[src/rtl/rf_pkg.sv]
// Shared defaults and elaboration-time helpers for the banked register file.
package rf_pkg;

  localparam int DEF_WIDTH  = 8;
  localparam int DEF_NREGS  = 4;
  localparam int DEF_NBANKS = 2;

  // Number of address bits needed to index n entries.
  function automatic int clog2(input int n);
    int r;
    r = 0;
    for (int i = 0; i < 31; i++) begin
      if ((1 << i) < n) r = i + 1;
    end
    return r;
  endfunction

endpackage

[src/rtl/rf_bank.sv]
// One register bank: NREGS general registers plus a masked-write flag register.
module rf_bank #(
  parameter int WIDTH = 8,
  parameter int NREGS = 4,
  parameter int AW    = 2
) (
  input  logic             clk_i,
  input  logic             rst_i,
  input  logic             we_i,
  input  logic [AW-1:0]    wa_i,
  input  logic [WIDTH-1:0] wd_i,
  input  logic             fw_i,
  input  logic [WIDTH-1:0] fd_i,
  input  logic [WIDTH-1:0] fm_i,
  input  logic [AW-1:0]    ra_i,
  input  logic [AW-1:0]    rb_i,
  output logic [WIDTH-1:0] rda_o,
  output logic [WIDTH-1:0] rdb_o,
  output logic [WIDTH-1:0] f_o
);

  localparam logic [AW:0] NREGS_L = (AW+1)'(NREGS);

  logic [WIDTH-1:0] regs_q [NREGS];
  logic [WIDTH-1:0] f_q;

  always_ff @(posedge clk_i) begin
    if (rst_i) begin
      for (int i = 0; i < NREGS; i++) regs_q[i] <= '0;
      f_q <= '0;
    end else begin
      // Addresses past NREGS are silently dropped when NREGS is not a power of two.
      if (we_i && ({1'b0, wa_i} < NREGS_L)) regs_q[wa_i] <= wd_i;
      if (fw_i) f_q <= (f_q & ~fm_i) | (fd_i & fm_i);
    end
  end

  assign rda_o = ({1'b0, ra_i} < NREGS_L) ? regs_q[ra_i] : '0;
  assign rdb_o = ({1'b0, rb_i} < NREGS_L) ? regs_q[rb_i] : '0;
  assign f_o   = f_q;

endmodule

[src/rtl/rf_banked.sv]
// Banked register file: NBANKS register/flag banks, one active at a time,
// with registered dual read ports, write-to-read bypass and acked bank switching.
module rf_banked
  import rf_pkg::*;
#(
  parameter int WIDTH  = DEF_WIDTH,
  parameter int NREGS  = DEF_NREGS,
  parameter int NBANKS = DEF_NBANKS,
  localparam int AW    = clog2(NREGS),
  localparam int BW    = (NBANKS > 1) ? clog2(NBANKS) : 1
) (
  input  logic             clk,
  input  logic             rst,
  input  logic             we,
  input  logic [AW-1:0]    wa,
  input  logic [WIDTH-1:0] wd,
  input  logic             re,
  input  logic [AW-1:0]    ra,
  input  logic [AW-1:0]    rb,
  output logic [WIDTH-1:0] qa,
  output logic [WIDTH-1:0] qb,
  input  logic             fw,
  input  logic [WIDTH-1:0] fd,
  input  logic [WIDTH-1:0] fm,
  output logic [WIDTH-1:0] fo,
  output logic [WIDTH-1:0] fod,
  input  logic             sw_req,
  input  logic [BW-1:0]    sw_bank,
  output logic             sw_ack,
  output logic [BW-1:0]    bank
);

  localparam logic [AW:0] NREGS_L  = (AW+1)'(NREGS);
  localparam logic [BW:0] NBANKS_L = (BW+1)'(NBANKS);

  logic [WIDTH-1:0] rda_w [NBANKS];
  logic [WIDTH-1:0] rdb_w [NBANKS];
  logic [WIDTH-1:0] f_w   [NBANKS];

  logic [BW-1:0]    bank_q;
  logic             ack_q;
  logic [WIDTH-1:0] qa_q, qa_d;
  logic [WIDTH-1:0] qb_q, qb_d;
  logic [WIDTH-1:0] fod_q;
  logic             sw_ok;

  // Only the active bank sees write strobes; a switch takes effect after the edge.
  for (genvar g = 0; g < NBANKS; g++) begin : g_bank
    rf_bank #(.WIDTH(WIDTH), .NREGS(NREGS), .AW(AW)) u_bank (
      .clk_i (clk),
      .rst_i (rst),
      .we_i  (we && (bank_q == BW'(g))),
      .wa_i  (wa),
      .wd_i  (wd),
      .fw_i  (fw && (bank_q == BW'(g))),
      .fd_i  (fd),
      .fm_i  (fm),
      .ra_i  (ra),
      .rb_i  (rb),
      .rda_o (rda_w[g]),
      .rdb_o (rdb_w[g]),
      .f_o   (f_w[g])
    );
  end

  assign sw_ok = sw_req && ({1'b0, sw_bank} < NBANKS_L);

  always_comb begin
    qa_d = '0;
    qb_d = '0;
    if ({1'b0, ra} < NREGS_L) qa_d = (we && (wa == ra)) ? wd : rda_w[bank_q];
    if ({1'b0, rb} < NREGS_L) qb_d = (we && (wa == rb)) ? wd : rdb_w[bank_q];
  end

  always_ff @(posedge clk) begin
    if (rst) begin
      bank_q <= '0;
      ack_q  <= 1'b0;
      qa_q   <= '0;
      qb_q   <= '0;
      fod_q  <= '0;
    end else begin
      if (re) begin
        qa_q <= qa_d;
        qb_q <= qb_d;
      end
      fod_q <= fo;
      ack_q <= sw_ok;
      if (sw_ok) bank_q <= sw_bank;
    end
  end

  assign fo     = f_w[bank_q];
  assign fod    = fod_q;
  assign qa     = qa_q;
  assign qb     = qb_q;
  assign sw_ack = ack_q;
  assign bank   = bank_q;

endmodule

[config.mk]
export PLATFORM = sky130hd
export DESIGN_NAME = rf_banked
export DESIGN_NICKNAME = d
export VERILOG_FILES = /design/src/rtl/rf_pkg.sv /design/src/rtl/rf_bank.sv /design/src/rtl/rf_banked.sv
export SDC_FILE = /design/constraint.sdc
export NUM_CORES = 1
export LEC_CHECK = 0
export ABC_AREA = 1
export BUFFER_PORTS_ARGS = -buffer_cell sky130_fd_sc_hd__buf_4
export CORE_MARGIN = 8
export CORE_UTILIZATION = 52
export DETAILED_ROUTE_END_ITERATION = 10
export HOLD_SLACK_MARGIN = 0.06
export PLACE_DENSITY_LB_ADDON = 0.2
export SLEW_MARGIN = 20
export SYNTH_ARGS = -nofsm -noshare
export SYNTH_HDL_FRONTEND = slang
export SYNTH_SLANG_ARGS = --single-unit
[constraint.sdc]
create_clock -name clk -period 1.9 [get_ports clk]
set_input_delay 0.38 -clock clk [delete_from_list [all_inputs] [get_ports clk]]
set_output_delay 0.38 -clock clk [all_outputs]
set_load 0.05 [all_outputs]
# Yosys cells after proc, flatten, opt, wreduce, memory -nomap -nowiden
# Memory sizes are Yosys's and may differ from the RTL's.
# Index checks and enable logic that the tools add are counted.
# totals
n_memories,2
wordCells,53
output_inout_bits,34
ram_bits,64
register_bits,42
# classes
magnitude_cmp,1
eq_ne,2
reduce_logical,8
bitwise_logic,8
muxes,25
# mem_list
name,depth,word_bits,rd,rd_clocked_by_memory_dff,wr,line,text
g_bank[0].u_bank.regs_q,4,8,2,0,4,rf_bank.sv:24,logic [WIDTH-1:0] regs_q [NREGS];
g_bank[1].u_bank.regs_q,4,8,2,0,4,rf_bank.sv:24,
# ops
op,n
2-to-1 mux 8 bit,13
bitwise AND 8 bit,3
bitwise OR 8 bit,2
OR reduction 8 bit,2
2-to-1 mux 1 bit,10
NOT 8 bit,1
logical AND 1 bit,6
equality test 2 bit,2
2-to-1 mux 2 bit,2
"greater-or-equal comparator 2 bit, second input constant",1
NOT 1 -> 2 bit,1
NOT 1 bit,1

# Depth between registers and ports, before layout
# Gate-level depths: netlist of the first run.
# logic_depth
word_depth,7
depth_mapped,10
depth_no_buf,9

# Modules after synthesis
# A second synthesis of the first run with hierarchy kept.
# hier_totals
hier_cells,839
hier_area_um2,5989.5
# modules_own_cells
module,cells_per_inst,area_per_inst_um2,instances
rf_bank,286,2228.4,2
rf_banked,267,1532.7,1

# Worst setup path after synthesis of the first run
# Ideal clock, no wire load.
# synth_path
path_kind,flip-flop to output port
from,register bank_q (netlist: bank)
to,output fo[0]
path_stages_with_launch,5
path_slack_ns,-0.067
path_buffers,2
required_ns,1.520
t_arrival_ns,1.587
cell_sequence,dfxtp_1 -> buf_4 -> clkbuf_1 -> nand2_1 -> nand2_1
# synth_between
elab_chain_len,4
# synth_lines
item,line,text
from (decl),rf_banked.sv:40,logic [BW-1:0] bank_q;
from (signal assigned),rf_banked.sv:89,if (sw_ok) bank_q <= sw_bank;
NOT 1 -> 2 bit (implied by the code),rf_banked.sv:93,assign fo = f_w[bank_q];
2-to-1 mux 8 bit (implied by the code) (3 in series),rf_banked.sv:93,
to (decl),rf_banked.sv:25,"output logic [WIDTH-1:0] fo,"
# Every way passes these cells. The select of a mux whose other input is x is not followed.

# Worst setup path after layout of the first run
# layout_path
from,register bank_q (netlist: bank)
to,output fo[1]
# Same word-level chain as after synthesis.

==> results.sh, run 1 <==
export IMPL_wirelength_microns=15500
export IMPL_ys_dominant_reg_cell="edfxtp_1"
export IMPL_die_area_sq_um=13900
export IMPL_cp_arrival_ns=1.43
export IMPL_rows=37
export IMPL_design_core_area_sq_um=10200
export IMPL_yosysMostFrequentCell="nand2_1"
export IMPL_maxCapViolCount=0
export IMPL_holdPathEnd="sw_ack$_SDFF_PP0_"
export IMPL_crit_chain="inv_2 > buf_6 > nand2_1 > nand2_2 > buf_4"
export IMPL_vias_per_cell=5.57
export IMPL_initial_utilization_pct=52.8
export IMPL_syn_to_final_growth_pct=16.5
export IMPL_setup_violations=0
export IMPL_crit_slowest_cell="dfxtp_2"
export IMPL_path_max_fanout=25
export IMPL_avgRoutedWirePerCell_microns=17.4
export IMPL_antenna_found_initial=0
export IMPL_dp_hpwl_microns=11200
export IMPL_cp_start_kind="flip-flop"
export IMPL_required_ns=1.52
export IMPL_syn_inst=681
export IMPL_hold_path_class="input port to flip-flop"
export IMPL_end_kind="output pin"
export IMPL_worst_pin_slew_ns=0.491
export IMPL_cts_tree="done"
export IMPL_fin_nets=784
export IMPL_cts_root_buf="clkbuf_8"
export IMPL_reg2reg_from="bank$_SDFFE_PP0P_"
export IMPL_pre_cts_ws_ns=0.212
export IMPL_diodes=0
export IMPL_irDropWorstVdd_uv=478
export IMPL_rr_endpoint="g_bank[1].u_bank.regs_q[1][0]$_SDFFCE_PN0P_"
export IMPL_synth_area_top_cells="edfxtp_1 36%, dfxtp_1 16%, nand2_1 13%"
export IMPL_synthTopCellsByCount="190 x nand2_1, 114 x nand3_1, 77 x nor2_1, 64 x edfxtp_1, 42 x dfxtp_1"
export IMPL_timing_final_ws_setup_ns=0.0943
export IMPL_drt_iter0_drc=595
export IMPL_synth_edff_count=64
export IMPL_yosysTopAreaCell="edfxtp_1"
export IMPL_cts_clk_slew_worst_paths_ns=0.11
export IMPL_die_w_microns=118
export IMPL_clk_path_buf_depth=2
export IMPL_dr_pass1_iters=5
export IMPL_drive_above_1_share_pct=19.1
export IMPL_ys_types=26
export IMPL_cts_sinks=106
export IMPL_grt_start_max_net_pins=36
export IMPL_num_fill_cells=922
export IMPL_ys_ff_latch=106
export IMPL_final_util_pct=61.5
export IMPL_yosysWarnings=0
export IMPL_gp_congestion=0.902
export IMPL_synth_seq_area_share_pct=51.3
export IMPL_synth_top_area_share_pct=35.7
export IMPL_postRouteAntennaNets=0
export IMPL_cts_inserted_buffers=9
export IMPL_drcViolationCount=0
export IMPL_avgSynthCellArea_sq_um=7.90
export IMPL_grt_pass1_wl_microns=24900
export IMPL_io_buffers=70
export IMPL_io_pins=71
export IMPL_finalCritPeriodShare_pct=95.0
export IMPL_crit_path_start="bank$_SDFFE_PP0P_"
export IMPL_hold_viol=0
export IMPL_cpPeakStageDelay_ns=0.37
export IMPL_track_usage_pct=22.2
export IMPL_rrSetupSlack_ns=0.31
export IMPL_fmax_mhz=554
export IMPL_clock_latency_ns=0.37
export IMPL_status="completed"
export IMPL_reg2reg_depth=6
export IMPL_power_density_nw_per_um2=790
export IMPL_htreeDepth=3
export IMPL_max_slew_margin_pct=67.3
export IMPL_critical_path_class="flip-flop to output pin"
export IMPL_min_delay_path_depth=3
export IMPL_drv_slew=0
export IMPL_hold_buffers=0
export IMPL_worstHoldStart="sw_req"
export IMPL_rsz0062_at_grt="no"
export IMPL_vias=4948
export IMPL_grt_pass1_vias=4695
export IMPL_syn_cell_area_sq_um=5380
export IMPL_die_h_microns=118
export IMPL_synth_fp_nets=718
export IMPL_grt_overflow=0
export IMPL_skew_ns=0.0110
export IMPL_p_leak_nw=2.67
export IMPL_finalCriticalPeriod_ns=1.81
export IMPL_synth_async_sr_flop_share_pct=0
export IMPL_cts_setup_buffers=0
export IMPL_cts_repair_resized=0
export IMPL_tns_ns=0
-- how the worst max path moves through the flow --
| stage | slack (ns) | to | depth (start not counted) |
|---|---|---|---|
| floorplan | 0.11 | fo[7] | 4 |
| global placement | 0.25 | g_bank[1].u_bank.regs_q[0][5]$_SDFFCE_PN0P_ | 7 |
| detailed placement | 0.21 | g_bank[1].u_bank.regs_q[1][5]$_SDFFCE_PN0P_ | 7 |
| CTS | 0.004 | fo[0] | 5 |
| global route | 0.01 | fo[7] | 5 |
| finish | 0.09 | fo[1] | 5 |
-- power by group --
part           internal, mW  leakage, nW  total [mW]  switching, mW
Clock                 0.638        0.110        1.42          0.784
Sequential             2.55         1.01        2.61         0.0646
Combinational         0.288         1.55       0.920          0.632
-- cell usage in the layout, fill, tap and decap left out, drive strengths merged --
cell type / n
clkinv: 14
nand2: 198
o21ai: 28
nor3: 9
xnor2: 2
a21oi: 45
edfxtp: 64
nand3: 114
clkbuf: 11
buf: 93
dfxtp: 42
o211ai: 12
nor2: 82
inv: 38
-- critical path: cells and delay by family (launching register included) --
kind | cells | cell delay [ns]
buffers and inverters | 3 | 0.48
DFF | 1 | 0.37
and+or+nand+nor | 2 | 0.20
-- routing by layer --
layer / GRT usage (%) / vias to the layer above / share of wire, %
met5: 0 / - / 0
met3: 5.23 / 26 / 8.8
met4: 8.01 / 0 / 2.5
li1: - / 2392 / -
met2: 34.5 / 237 / 44
met1: 29.7 / 2293 / 44
-- stage by stage --
step | area [sq um] | instances | total power [mW] | hold slack, ns
finish | 6270 | 888 | 4.95 | 0.236
global route | 6270 | 888 | 5.14 | 0.238
CTS | 6260 | 888 | 4.96 | 0.227
detailed placement | 6060 | 872 | 3.57 | 0.451
floorplan | 5400 | 681 | 3.25 | 0.439
global placement | 6060 | 872 | 3.56 | 0.446
-- cells by family (layout without fill, tap and decap cells) --
group / Yosys count / in the layout / share of synthesized area, %
AOI/OAI and AO/OA: 85 / 85 / 8.74
xor gates and xnor gates: 2 / 2 / 0.814
buffers and inverters: 85 / 156 / 7.25
DFF: 106 / 106 / 51.3
and+or+nand+nor: 403 / 403 / 31.9
-- final cells by class --
| type | count | area, sq um | share of cell area, % |
|---|---|---|---|
| Sequential cell | 106 | 2760 | 44.1 |
| Timing Repair Buffer | 93 | 702 | 11.2 |
| Multi-Input combinational cell | 490 | 2250 | 35.8 |
| Clock buffer | 11 | 174 | 2.78 |
| Inverter | 47 | 179 | 2.85 |
| Clock inverter | 5 | 32.5 | 0.519 |
| Tap cell | 136 | 170 | 2.72 |
Power figures use the tool's default switching activity.
==> run 2, diff against run 1 <==
--- a/config.mk
+++ b/config.mk
@@ -10,8 +10,8 @@
 export CORE_MARGIN = 8
 export CORE_UTILIZATION = 52
 export DETAILED_ROUTE_END_ITERATION = 10
-export HOLD_SLACK_MARGIN = 0.06
-export PLACE_DENSITY_LB_ADDON = 0.2
+export HOLD_SLACK_MARGIN = 0.03
+export PLACE_DENSITY = 0.72
 export SLEW_MARGIN = 20
 export SYNTH_ARGS = -nofsm -noshare
 export SYNTH_HDL_FRONTEND = slang
==> results.sh, run 2 (synthesis results as in run 1) <==
export IMPL_dp_hpwl_microns=11700
export IMPL_cts_clk_slew_worst_paths_ns=0.11
export IMPL_antenna_found_initial=0
export IMPL_min_delay_path_depth=3
export IMPL_worst_path_buf_inv=3
export IMPL_place_area_sq_um=6030
export IMPL_io_buffers=70
export IMPL_hold_path_class="input port to flip-flop"
export IMPL_critical_path_class="flip-flop to output pin"
export IMPL_die_h_microns=118
export IMPL_layout_common_cells="183 x nand2_1, 114 x nand3_1, 91 x buf_4, 77 x nor2_1, 64 x edfxtp_1"
export IMPL_vias_per_cell=5.62
export IMPL_tns_ns=0
export IMPL_die_area_sq_um=13900
export IMPL_initial_utilization_pct=52.8
export IMPL_rsz0062_at_grt="no"
export IMPL_dpl_cell_count=869
export IMPL_grt_start_max_net_pins=36
export IMPL_vias=4984
export IMPL_io_pins=71
export IMPL_clock_latency_ns=0.39
export IMPL_drt_iter0_drc=504
export IMPL_met2_length_microns=7220
export IMPL_clk_path_buf_depth=2
export IMPL_cp_arrival_ns=1.38
export IMPL_cts_sinks=106
export IMPL_end_kind="output pin"
export IMPL_wl_met1_microns=6760
export IMPL_p_leak_nw=2.66
export IMPL_cts_inserted_buffers=9
export IMPL_crit_family="buffers and inverters"
export IMPL_rows=37
export IMPL_dr_pass1_iters=5
export IMPL_grt_overflow=0
export IMPL_crit_slowest_cell="dfxtp_4"
export IMPL_reg2reg_depth=7
export IMPL_status="completed"
export IMPL_htreeDepth=3
export IMPL_grt_pass1_wl_microns=25500
export IMPL_design_area_sq_um=6260
export IMPL_drv_slew=0
export IMPL_final_common_cell="nand2_1"
export IMPL_cts_tree="done"
export IMPL_fin_nets=783
export IMPL_power_density_nw_per_um2=791
export IMPL_met3WireLength_microns=1430
export IMPL_grt_pass1_vias=4770
export IMPL_worst_pin_slew_ns=0.615
export IMPL_setup_violations=0
export IMPL_avgRoutedWirePerCell_microns=17.9
export IMPL_pre_cts_ws_ns=0.108
export IMPL_finalCritPeriodShare_pct=92.5
export IMPL_syn_to_final_growth_pct=16.3
export IMPL_die_w_microns=118
export IMPL_cts_root_buf="clkbuf_8"
export IMPL_cpPeakStageDelay_ns=0.37
export IMPL_design_core_area_sq_um=10200
export IMPL_maxCapViolCount=0
export IMPL_fmax_mhz=569
export IMPL_irDropWorstVdd_uv=454
export IMPL_crit_chain="inv_2 > buf_12 > nand2_1 > nand2_2 > buf_4"
export IMPL_drive_above_1_share_pct=18.8
export IMPL_drcViolationCount=0
export IMPL_finalCriticalPeriod_ns=1.76
export IMPL_hold_viol=0
export IMPL_gp_congestion=0.930
export IMPL_stdcell_count=887
export IMPL_max_slew_margin_pct=59.0
export IMPL_path_max_fanout=25
export IMPL_path_depth=5
export IMPL_diodes=0
export IMPL_track_usage_pct=23.3
export IMPL_postRouteAntennaNets=0
export IMPL_timing_final_ws_setup_ns=0.142
export IMPL_wirelength_microns=15900
export IMPL_required_ns=1.52
export IMPL_cp_start_kind="flip-flop"
export IMPL_skew_ns=0.0151
export IMPL_highest_layer="met4"
## run 2: changes by cell type in the layout (fill, tap and decap cells not counted)
cell	previous run	this run
buf_12	0	1
buf_4	92	91
buf_6	1	0
bufinv_16	0	1
clkbuf_1	0	1
clkbuf_16	2	0
clkinv_1	10	11
clkinv_2	3	1
dfxtp_2	1	0
dfxtp_4	0	1
inv_6	1	2
## run 2: path summary, 6_finish.rpt
kind	from	slack (ns)	endpoint
max	bank$_SDFFE_PP0P_	0.14	fo[2]
min reg2reg	flip-flop	0.47	flip-flop
min	sw_req	0.22	sw_ack$_SDFF_PP0_
max reg2reg	bank$_SDFFE_PP0P_	0.25	g_bank[0].u_bank.regs_q[1][2]$_SDFFCE_PN0P_
## run 2: where the power goes
part	switching, mW	total [mW]	leakage [nW]	internal, mW
combinational	0.639	0.929	1.55	0.291
clock	0.793	1.41	0.0987	0.616
sequential	0.0627	2.61	1.01	2.55
total	1.49	4.95	2.66	3.45
## run 2: stage by stage
stage                     utilization (%)  hold WS [ns]  total power [mW]
after floorplan                         -         0.439              3.25
after global placement               59.3         0.447              3.56
after detailed placement             59.3         0.451              3.57
after CTS                            61.2         0.214              4.94
after global routing                 61.4         0.240              5.14
final                                61.4         0.220              4.95
## run 2: routing by layer
metal	GRT usage (%)	up-vias
met5	0	-
met4	11.2	0
met3	5.66	43
met2	35.8	227
met1	30.1	2325
li1	-	2389
## run 2: timing repair
| action | CTS | global route |
|---|---|---|
| hold buffers | 0 | 0 |
| gates resized for setup | 3 | 1 |
| setup endpoints to repair | 8 | 8 |
| setup buffers | 0 | 2 |
## run 2: worst register-to-register path, cell delays in order, from the launching register on
cell and delay [ns]:
dfxtp_4 0.37, inv_2 0.07, nand2_1 0.08, nor2_1 0.12, inv_2 0.05, nor2_2 0.18, nand2_2 0.15, nand2_1 0.29
## run 2: area by class of cell
cell class	instances	area [sq um]
repair buffers	92	703
clock inverters	6	65.1
inverters	47	179
flip-flops and latches	106	2770
clock buffers	10	128
multi-input cells	490	2250
fillers	945	3930
well taps	136	170
==> run 3, diff against run 2 <==
--- a/config.mk
+++ b/config.mk
@@ -8,10 +8,10 @@
 export ABC_AREA = 1
 export BUFFER_PORTS_ARGS = -buffer_cell sky130_fd_sc_hd__buf_4
 export CORE_MARGIN = 8
-export CORE_UTILIZATION = 52
+export CORE_UTILIZATION = 50
 export DETAILED_ROUTE_END_ITERATION = 10
 export HOLD_SLACK_MARGIN = 0.03
-export PLACE_DENSITY = 0.72
+export PLACE_DENSITY = 0.69
 export SLEW_MARGIN = 20
 export SYNTH_ARGS = -nofsm -noshare
 export SYNTH_HDL_FRONTEND = slang
==> results.sh, run 3 (synthesis results as in run 1) <==
export IMPL_status="completed"
export IMPL_fmax_mhz=562
export IMPL_end_kind="output pin"
export IMPL_finalCritPeriodShare_pct=93.7
export IMPL_cts_root_buf="clkbuf_8"
export IMPL_wirelength_microns=16100
export IMPL_skew_ns=0.0144
export IMPL_max_slew_margin_pct=66.2
export IMPL_num_fill_cells=1019
export IMPL_maxCapViolCount=0
export IMPL_wl_met1_microns=6840
export IMPL_vias=5040
export IMPL_gp_congestion=0.904
export IMPL_dp_hpwl_microns=11900
export IMPL_drcViolationCount=0
export IMPL_avgRoutedWirePerCell_microns=18.1
export IMPL_clock_latency_ns=0.38
export IMPL_cts_inserted_buffers=9
export IMPL_drt_iter0_drc=579
export IMPL_met3WireLength_microns=1390
export IMPL_clk_path_buf_depth=2
export IMPL_vias_per_cell=5.64
export IMPL_dr_pass1_iters=5
export IMPL_final_common_cell="nand2_1"
export IMPL_rows=38
export IMPL_grt_start_max_net_pins=36
export IMPL_drive_above_1_share_pct=19.0
export IMPL_finalCriticalPeriod_ns=1.78
export IMPL_die_w_microns=120
export IMPL_postRouteAntennaNets=0
export IMPL_antenna_found_initial=0
export IMPL_path_max_fanout=25
export IMPL_critical_path_class="flip-flop to output pin"
export IMPL_htreeDepth=3
export IMPL_cts_sinks=106
export IMPL_die_h_microns=120
export IMPL_hold_viol=0
export IMPL_design_core_area_sq_um=10700
export IMPL_fin_nets=785
export IMPL_grt_pass1_wl_microns=25100
export IMPL_required_ns=1.52
export IMPL_worst_pin_slew_ns=0.507
export IMPL_io_pins=71
export IMPL_cp_start_kind="flip-flop"
export IMPL_p_leak_nw=2.66
export IMPL_cts_clk_slew_worst_paths_ns=0.10
export IMPL_cp_arrival_ns=1.40
export IMPL_layout_common_cells="183 x nand2_1, 114 x nand3_1, 93 x buf_4, 77 x nor2_1, 64 x edfxtp_1"
export IMPL_place_area_sq_um=6070
export IMPL_rsz0062_at_grt="no"
export IMPL_tns_ns=0
export IMPL_syn_to_final_growth_pct=16.1
export IMPL_die_area_sq_um=14300
export IMPL_diodes=0
export IMPL_cts_tree="done"
export IMPL_grt_pass1_vias=4630
export IMPL_met2_length_microns=7340
export IMPL_hold_path_class="input port to flip-flop"
export IMPL_track_usage_pct=22.4
export IMPL_drv_slew=0
export IMPL_grt_overflow=0
export IMPL_setup_violations=0
export IMPL_power_density_nw_per_um2=777
export IMPL_hold_buffers=0
export IMPL_initial_utilization_pct=50.5
export IMPL_irDropWorstVdd_uv=454
export IMPL_highest_layer="met4"
export IMPL_design_area_sq_um=6250
export IMPL_io_buffers=70
==> run 3: worst max-delay path: stages (launching register included) <==
cell and delay, ns:
dfxtp_2 0.35, inv_2 0.06, buf_6 0.22, nand2_1 0.12
nand2_2 0.08, buf_4 0.19
==> run 3: cell type report <==
class	instances	area (sq um)	area share [%]
Sequential cell	106	2760	44.2
Multi-Input combinational cell	490	2250	35.9
Timing Repair Buffer	94	709	11.4
Inverter	47	179	2.86
Tap cell	140	175	2.80
Clock buffer	9	124	1.98
Clock inverter	7	52.6	0.841
==> run 3: final timing paths <==
path | start | endpoint | slack, ns | cells after the start
setup / recovery | bank$_SDFFE_PP0P_ | fo[1] | 0.12 | 5
hold / removal | sw_req | sw_ack$_SDFF_PP0_ | 0.22 | 3
setup reg to reg | bank$_SDFFE_PP0P_ | g_bank[0].u_bank.regs_q[1][2]$_SDFFCE_PN0P_ | 0.29 | 7
hold reg to reg | flip-flop | flip-flop | 0.47 | 2
==> run 3: where the power goes <==
part | internal [mW] | switching, mW
combinational | 0.291 | 0.640
clock | 0.487 | 0.828
sequential | 2.55 | 0.0627
==> run 3: routing by layer <==
| metal | GRT usage, % | vias up |
|---|---|---|
| li1 | - | 2395 |
| met1 | 29.4 | 2336 |
| met2 | 34.4 | 276 |
| met3 | 6.34 | 33 |
| met4 | 8.43 | 0 |
| met5 | 0 | - |
==> run 3: per-stage QoR <==
stage	hold WS [ns]	setup slack, ns	instances	utilization (%)	total power, mW
after floorplan	0.439	0.114	681	-	3.25
after global placement	0.447	0.233	877	57.0	3.56
after detailed placement	0.451	0.182	877	57.0	3.58
after CTS	0.212	0.0210	893	58.6	4.86
after global routing	0.213	0.0285	893	58.7	5.05
final	0.219	0.120	893	58.7	4.86
==> run 3: what timing repair did <==
action / 4_1_cts / 5_1_grt
buffers inserted: 0 / 0
gates resized for setup: 0 / 1
endpoints found under the setup margin: 0 / 8
